### src/rtl/gmix_state_engine.sv
// Iterative AES MixColumns/InvMixColumns engine with valid/ready flow control.
// Define GMIX_INV_EN to build the inverse datapath; otherwise every block is MixColumns.
module gmix_state_engine #(
  parameter int NUM_COLS       = 4,
  parameter int COLS_PER_CYCLE = 1
) (
  input  logic                  clk,
  input  logic                  rst,
  input  logic                  in_valid,
  output logic                  in_ready,
  input  logic [32*NUM_COLS-1:0] in_state,
  input  logic                  in_inv,
  output logic                  out_valid,
  input  logic                  out_ready,
  output logic [32*NUM_COLS-1:0] out_state,
  output logic                  out_inv
);

  localparam int W     = 32 * NUM_COLS;
  localparam int N     = NUM_COLS / COLS_PER_CYCLE;
  localparam int CNT_W = (N > 1) ? $clog2(N) : 1;
  localparam logic [CNT_W-1:0] GRP_LAST = CNT_W'(N - 1);
  localparam logic [CNT_W-1:0] GRP_ONE  = CNT_W'(1);

  generate
    if ((NUM_COLS % COLS_PER_CYCLE) != 0) begin : g_cfg_err
      $error("gmix_state_engine: COLS_PER_CYCLE must divide NUM_COLS");
    end
  endgenerate

  typedef enum logic [1:0] {
    IDLE = 2'd0,
    BUSY = 2'd1,
    DONE = 2'd2
  } state_t;

  state_t           state_r;
  logic [CNT_W-1:0] grp_r;
  logic [W-1:0]     work_r;
  logic [W-1:0]     mixed_s;
  logic             inv_r;
  logic             out_valid_r;
  int               idx_s;
  logic [31:0]      col_s;

  function automatic logic [7:0] xtime(input logic [7:0] b);
    return {b[6:0], 1'b0} ^ (b[7] ? 8'h1b : 8'h00);
  endfunction

  function automatic logic [7:0] mul3(input logic [7:0] b);
    return xtime(b) ^ b;
  endfunction

  function automatic logic [31:0] mix_fwd(input logic [31:0] c);
    logic [7:0] r0, r1, r2, r3;
    {r0, r1, r2, r3} = c;
    return {xtime(r0) ^ mul3(r1) ^ r2 ^ r3,
            r0 ^ xtime(r1) ^ mul3(r2) ^ r3,
            r0 ^ r1 ^ xtime(r2) ^ mul3(r3),
            mul3(r0) ^ r1 ^ r2 ^ xtime(r3)};
  endfunction

`ifdef GMIX_INV_EN
  // Inverse multiples from the x2/x4/x8 chain: 9=8+1, b=8+2+1, d=8+4+1, e=8+4+2.
  function automatic logic [7:0] mul9(input logic [7:0] b);
    return xtime(xtime(xtime(b))) ^ b;
  endfunction

  function automatic logic [7:0] mulb(input logic [7:0] b);
    return xtime(xtime(xtime(b))) ^ xtime(b) ^ b;
  endfunction

  function automatic logic [7:0] muld(input logic [7:0] b);
    return xtime(xtime(xtime(b))) ^ xtime(xtime(b)) ^ b;
  endfunction

  function automatic logic [7:0] mule(input logic [7:0] b);
    return xtime(xtime(xtime(b))) ^ xtime(xtime(b)) ^ xtime(b);
  endfunction

  function automatic logic [31:0] mix_inv(input logic [31:0] c);
    logic [7:0] r0, r1, r2, r3;
    {r0, r1, r2, r3} = c;
    return {mule(r0) ^ mulb(r1) ^ muld(r2) ^ mul9(r3),
            mul9(r0) ^ mule(r1) ^ mulb(r2) ^ muld(r3),
            muld(r0) ^ mul9(r1) ^ mule(r2) ^ mulb(r3),
            mulb(r0) ^ muld(r1) ^ mul9(r2) ^ mule(r3)};
  endfunction
`else
  logic unused_inv_s;
  assign unused_inv_s = in_inv;
`endif

  // Transform the current column group in place; other columns pass through.
  always_comb begin
    mixed_s = work_r;
    idx_s   = 0;
    col_s   = 32'h0000_0000;
    for (int j = 0; j < COLS_PER_CYCLE; j++) begin
      idx_s = int'(grp_r) * COLS_PER_CYCLE + j;
      col_s = work_r[W-1-32*idx_s -: 32];
`ifdef GMIX_INV_EN
      mixed_s[W-1-32*idx_s -: 32] = inv_r ? mix_inv(col_s) : mix_fwd(col_s);
`else
      mixed_s[W-1-32*idx_s -: 32] = mix_fwd(col_s);
`endif
    end
  end

  // Handshake FSM, group counter and working register.
  always_ff @(posedge clk) begin
    if (rst) begin
      state_r     <= IDLE;
      grp_r       <= '0;
      work_r      <= '0;
      inv_r       <= 1'b0;
      out_valid_r <= 1'b0;
    end else begin
      case (state_r)
        IDLE: begin
          if (in_valid) begin
            work_r  <= in_state;
`ifdef GMIX_INV_EN
            inv_r   <= in_inv;
`else
            inv_r   <= 1'b0;
`endif
            grp_r   <= '0;
            state_r <= BUSY;
          end
        end
        BUSY: begin
          work_r <= mixed_s;
          if (grp_r == GRP_LAST) begin
            grp_r       <= '0;
            out_valid_r <= 1'b1;
            state_r     <= DONE;
          end else begin
            grp_r <= grp_r + GRP_ONE;
          end
        end
        DONE: begin
          if (out_ready) begin
            out_valid_r <= 1'b0;
            state_r     <= IDLE;
          end
        end
        default: begin
          state_r     <= IDLE;
          grp_r       <= '0;
          out_valid_r <= 1'b0;
        end
      endcase
    end
  end

  assign in_ready  = (state_r == IDLE) && !rst;
  assign out_valid = out_valid_r;
  assign out_state = work_r;
  assign out_inv   = inv_r;

endmodule
### config.mk
export PLATFORM = sky130hd
export DESIGN_NAME = gmix_state_engine
export DESIGN_NICKNAME = d
export VERILOG_FILES = /design/src/rtl/gmix_state_engine.sv
export SDC_FILE = /design/constraint.sdc
export NUM_CORES = 1
export LEC_CHECK = 0
export CAP_MARGIN = 10
export CORE_AREA = 2 2 165 167
export CTS_CLUSTER_SIZE = 30
export DETAILED_ROUTE_END_ITERATION = 8
export DIE_AREA = 0 0 167 169
export REMOVE_ABC_BUFFERS = 1
export SYNTH_ARGS = -nofsm -noshare
export SYNTH_HDL_FRONTEND = slang
export SYNTH_SLANG_ARGS = --single-unit
export TNS_END_PERCENT = 10
### constraint.sdc
create_clock -name clk -period 7 [get_ports clk]
set_input_delay 1.4 -clock clk [delete_from_list [all_inputs] [get_ports clk]]
set_output_delay 1.4 -clock clk [all_outputs]
set_load 0.02 [all_outputs]
# After elaboration in Yosys (flattened, before gate mapping)
# Cells that the tools add are included.
op_classes:
  mux: 17
  bitwise: 22
  addsub: 3
  reduce_logical: 8
  eq_ne: 6
  shift: 3
op_table:
  columns: ["op", "count"]
  rows:
  - ["$pmux 128 s2", 1]
  - ["$shift 32x33->159 const A", 1]
  - ["$shiftx 159x8->32", 1]
  - ["$shiftx 32x33->159", 1]
  - ["$bwmux 128", 1]
  - ["$mux 128", 1]
  - ["$xor 8x8->8", 16]
  - ["$neg 8->33", 1]
  - ["$xor 8x5->8", 4]
  - ["$mux 5", 4]
  - ["$pmux 2 s3", 2]
  - ["$mux 2", 5]
  - ["$sub 7x7->8 const A", 1]
  - ["$ne 2x2->1 const B", 3]
  - ["$reduce_and 3->1", 2]
  - ["$eq 2x2->1 const B", 2]
  - ["$reduce_and 2->1", 2]
  - ["$pmux 1 s3", 1]
  - ["$add 2x1->2 const B", 1]
  - ["$eq 2x1->1 const B", 1]
  - ["$logic_not 2->1", 1]
  - ["$mux 1", 2]
  - ["$not 1->1", 2]
  - ["$reduce_bool 2->1", 1]
  - ["other kinds (2)", 2]
word_totals:
  ff_bits: 133
  elab_cells: 63

# Logic depth before layout (Yosys ltp)
depth:
  ltp_word: 11
  depth_mapped: 10

# Least setup slack after synthesis
# No wires, ideal clock.
synth_path:
  path_type: "input to output"
  start: "input port rst"
  end: "output port in_ready"
  path_stages: 4
  arrival_ps: 2422
  required_time_ps: 5600
  n_path_buf: 3
  setup_slack_ps: 3178
  cell_sequence: "clkbuf_1 clkbuf_1 buf_1 nor3_1"
synth_via:
  elab_chain_len: 2
synth_lines:
  columns: ["item", "line", "text"]
  rows:
  - ["start: declaration", "8", "input logic rst,"]
  - ["$logic_not 1->1", "157", "assign in_ready = (state_r == IDLE) && !rst;"]
  - ["$logic_and 1x1->1", "157", null]
  - ["end: declaration", "10", "output logic in_ready,"]
# No other way between the ends.

# Worst setup path after layout
# Same ends and word-level chain as after synthesis.

==> qor.yml <==
cts:
  clk_latency_ns: 0.42
  cts_resized: 0
  postCtsHoldBufs: 0
  clock_path_buffers: 2
  clock-sinks: 133
  h-tree-depth: 4
  cts_tree: "yes"
  root_buffer: "clkbuf_16"
  path_clk_slew_ns: 0.06
  post-cts-setup-buffers: 0
  cts_made_buffers: 17
power_and_ir_drop:
  powerDensity_nw_per_um2: 293
  p_switching_mw: 1.21
  p_int_mw: 2.09
  swShare_pct: 36.7
  combPwrFrac_pct: 43.1
  power.leakage_nw: 4.21
  p_seq_share_pct: 27.4
  clkPwrFrac_pct: 29.5
  ir_drop_v: 0.000158
sta:
  setup_tns_ns: 0
  finalClockSkew_ns: 0.0131
  worst_slew_pin_slew_ns: 1.24
  fin_crit_ns: 4.12
  relSlewSlack_pct: 17.3
  min_period_over_period_pct: 58.9
  fin_hold_ws_ns: 0.491
  setup_violations: 0
  final_max_slew_viol_count: 0
  hold_viol_final: 0
  rsz0062_at_grt: "false"
  fmax_ghz: 0.242
synthesis:
  synth_most_common_cell: "dfxtp_1"
  avgSynthCellArea_sq_um: 10.4
  async_reset_ff_share_pct: 0
  synth_area_leader_cell: "dfxtp_1"
  synth-edff-count: 0
  synth_flop_cell: "dfxtp_1"
  synth_cell_types: 35
  syn_inst: 749
  synth_common_cells: "133 x dfxtp_1, 131 x nor2_1, 131 x nor3_1, 100 x a221oi_1, 67 x clkbuf_1"
  synth_area_leaders: "dfxtp_1 34%, a221oi_1 11%, mux4_2 9.2%"
  yosysSeqAreaShare_pct: 34.2
  syn-cell-area_sq_um: 7790
  synth_top_area_share_pct: 34.2
  yosys_warnings: 0
  ys_ff_latch: 133
final_layout:
  synthToLayoutAreaGrowth_pct: 44.6
  stdcell_count: 1315
  drive_above_1_share_pct: 13.9
  utilization_pct: 42.5
  finalNetCount: 1098
  diodes: 0
detailed_routing:
  drt-total-wl_mm: 31.6
  drc: 0
  vias_per_cell: 5.61
  firstDrtPassIters: 5
  vias: 7378
  ant_nets: 0
  wl_per_cell_um: 24.1
  drt-initial-drc-count: 710
placed_design:
  io_buffers: 261
  dpl.hpwl_mm: 20.4
  place_inst: 1283
  place.gp.congestion: 0.783
global_route:
  track_usage_pct: 22.0
  grt_max_degree: 69
  grt_overflow_total: 0
  grt_first_pass_wirelength_mm: 47.3
  grt_pass1_vias: 7407
  antenna_found_initial: 0
die:
  start_util_pct: 29.4
  die_area_sq_um: 28200
  num_rows: 60
  dieWidth_um: 167
  core_sq_um: 26500
  ios: 264
  die_h_um: 169
setup_path:
  cp_cell_sequence: "buf_4, nor3_1, clkdlybuf4s50_1"
  critPathMaxStageDelay_ns: 0.58
  cp_slowest_cell: "buf_4"
  critPathRequiredTime_ns: 5.60
  critPathMaxFanout: 67
  crit_type: "input port to output port"
  cp-end-kind: "output port"
  arrival_ns: 2.72
  setup.worst_path.start_class: "input port"
min_path:
  holdCritPathClass: "flip-flop to flip-flop"
run:
  cap_violations: 0
status:
  outcome: "completed"
## per-layer routing
| metal | share of wire, % | track usage, % | up-vias |
|---|---|---|---|
| li1 | - | - | 3320 |
| met1 | 42 | 28.8 | 3657 |
| met2 | 49 | 36.9 | 365 |
| met3 | 7.6 | 4.91 | 36 |
| met4 | 1.5 | 5.28 | 0 |
| met5 | 0 | 0 | - |
## cell usage in the layout, fill, tap and decap left out, types with 2 or more instances in the layout
cell type,synthesis,final
o21ai_0,2,2
dfxtp_1,133,131
xor3_1,10,10
xnor3_2,3,3
xnor2_1,2,2
buf_4,2,12
xnor3_1,30,30
a221oi_1,100,100
bufinv_16,0,3
mux4_2,32,32
a21oi_1,8,4
clkinvlp_4,0,2
clkbuf_16,0,17
nand2_1,18,13
xor2_1,12,12
dfxtp_2,0,2
nand2b_1,2,2
xor2_2,2,2
clkdlybuf4s50_1,0,260
xnor2_4,4,4
ha_1,4,4
inv_1,3,3
nor3_2,0,2
inv_6,0,3
a221oi_2,27,27
a21oi_4,0,4
nor3_1,131,129
clkinv_4,0,4
xnor2_2,7,7
nor2_1,131,130
clkbuf_8,0,2
nand2_2,0,4
## registers in the layout, indices dropped and copies added, names as in the netlist
register and cells:
out_valid 1, state_r 2, grp_r 2, out_state 128
## final timing paths
kind / from / to / slack, ns / cells after the start
worst max-delay path: rst / in_ready / 2.88 / 3
worst min-delay path: out_valid / out_valid / 0.49 / 2
worst max register to register: grp_r[1] / out_state[36] / 3.62 / 6
worst min register to register: out_valid / out_valid / 0.49 / 2
## through the flow
stage	area, sq um	setup WS, ns	total power, mW
2_1_floorplan	7440	1.31	1.82
3_3_place_gp	10600	2.87	2.33
3_5_place_dp	10600	2.87	2.34
4_1_cts	11300	2.88	3.32
5_1_grt	11300	2.80	3.44
6_report	11300	2.88	3.30
## final cells by class
class	count	area, sq um
Fill cell	2552	15200
Multi-Input combinational cell	534	4850
Timing Repair Buffer	272	2690
Sequential cell	133	2670
Clock buffer	19	453
Tap cell	341	427
Clock inverter	13	171
Inverter	3	11.3
## cell families (layout without fill, tap and decap cells)
group	Yosys count	after routing	synth area share (%)
xor+xnor	71	71	17.8
simple gates	285	285	16.0
compound gates	141	141	17.5
flops	133	133	34.2
fa+ha+maj	4	4	0.642
buf+inv	82	307	4.62
mux	32	32	9.25
other cells	1	1	0.0481
## power by group through the flow
stage               Combinational, mW  Clock, mW  Sequential, mW
global route                     1.50       1.02           0.916
floorplan                       0.827          0           0.998
finish                           1.42      0.974           0.906
global placement                 1.41          0           0.920
detailed placement               1.42          0           0.922
CTS                              1.43      0.990           0.905
## worst max-delay path, delay by kind of cell
family | cells | cell delay (ns)
buf+inv | 2 | 1.15
simple gates | 1 | 0.09
Power figures use the tool's default switching activity.
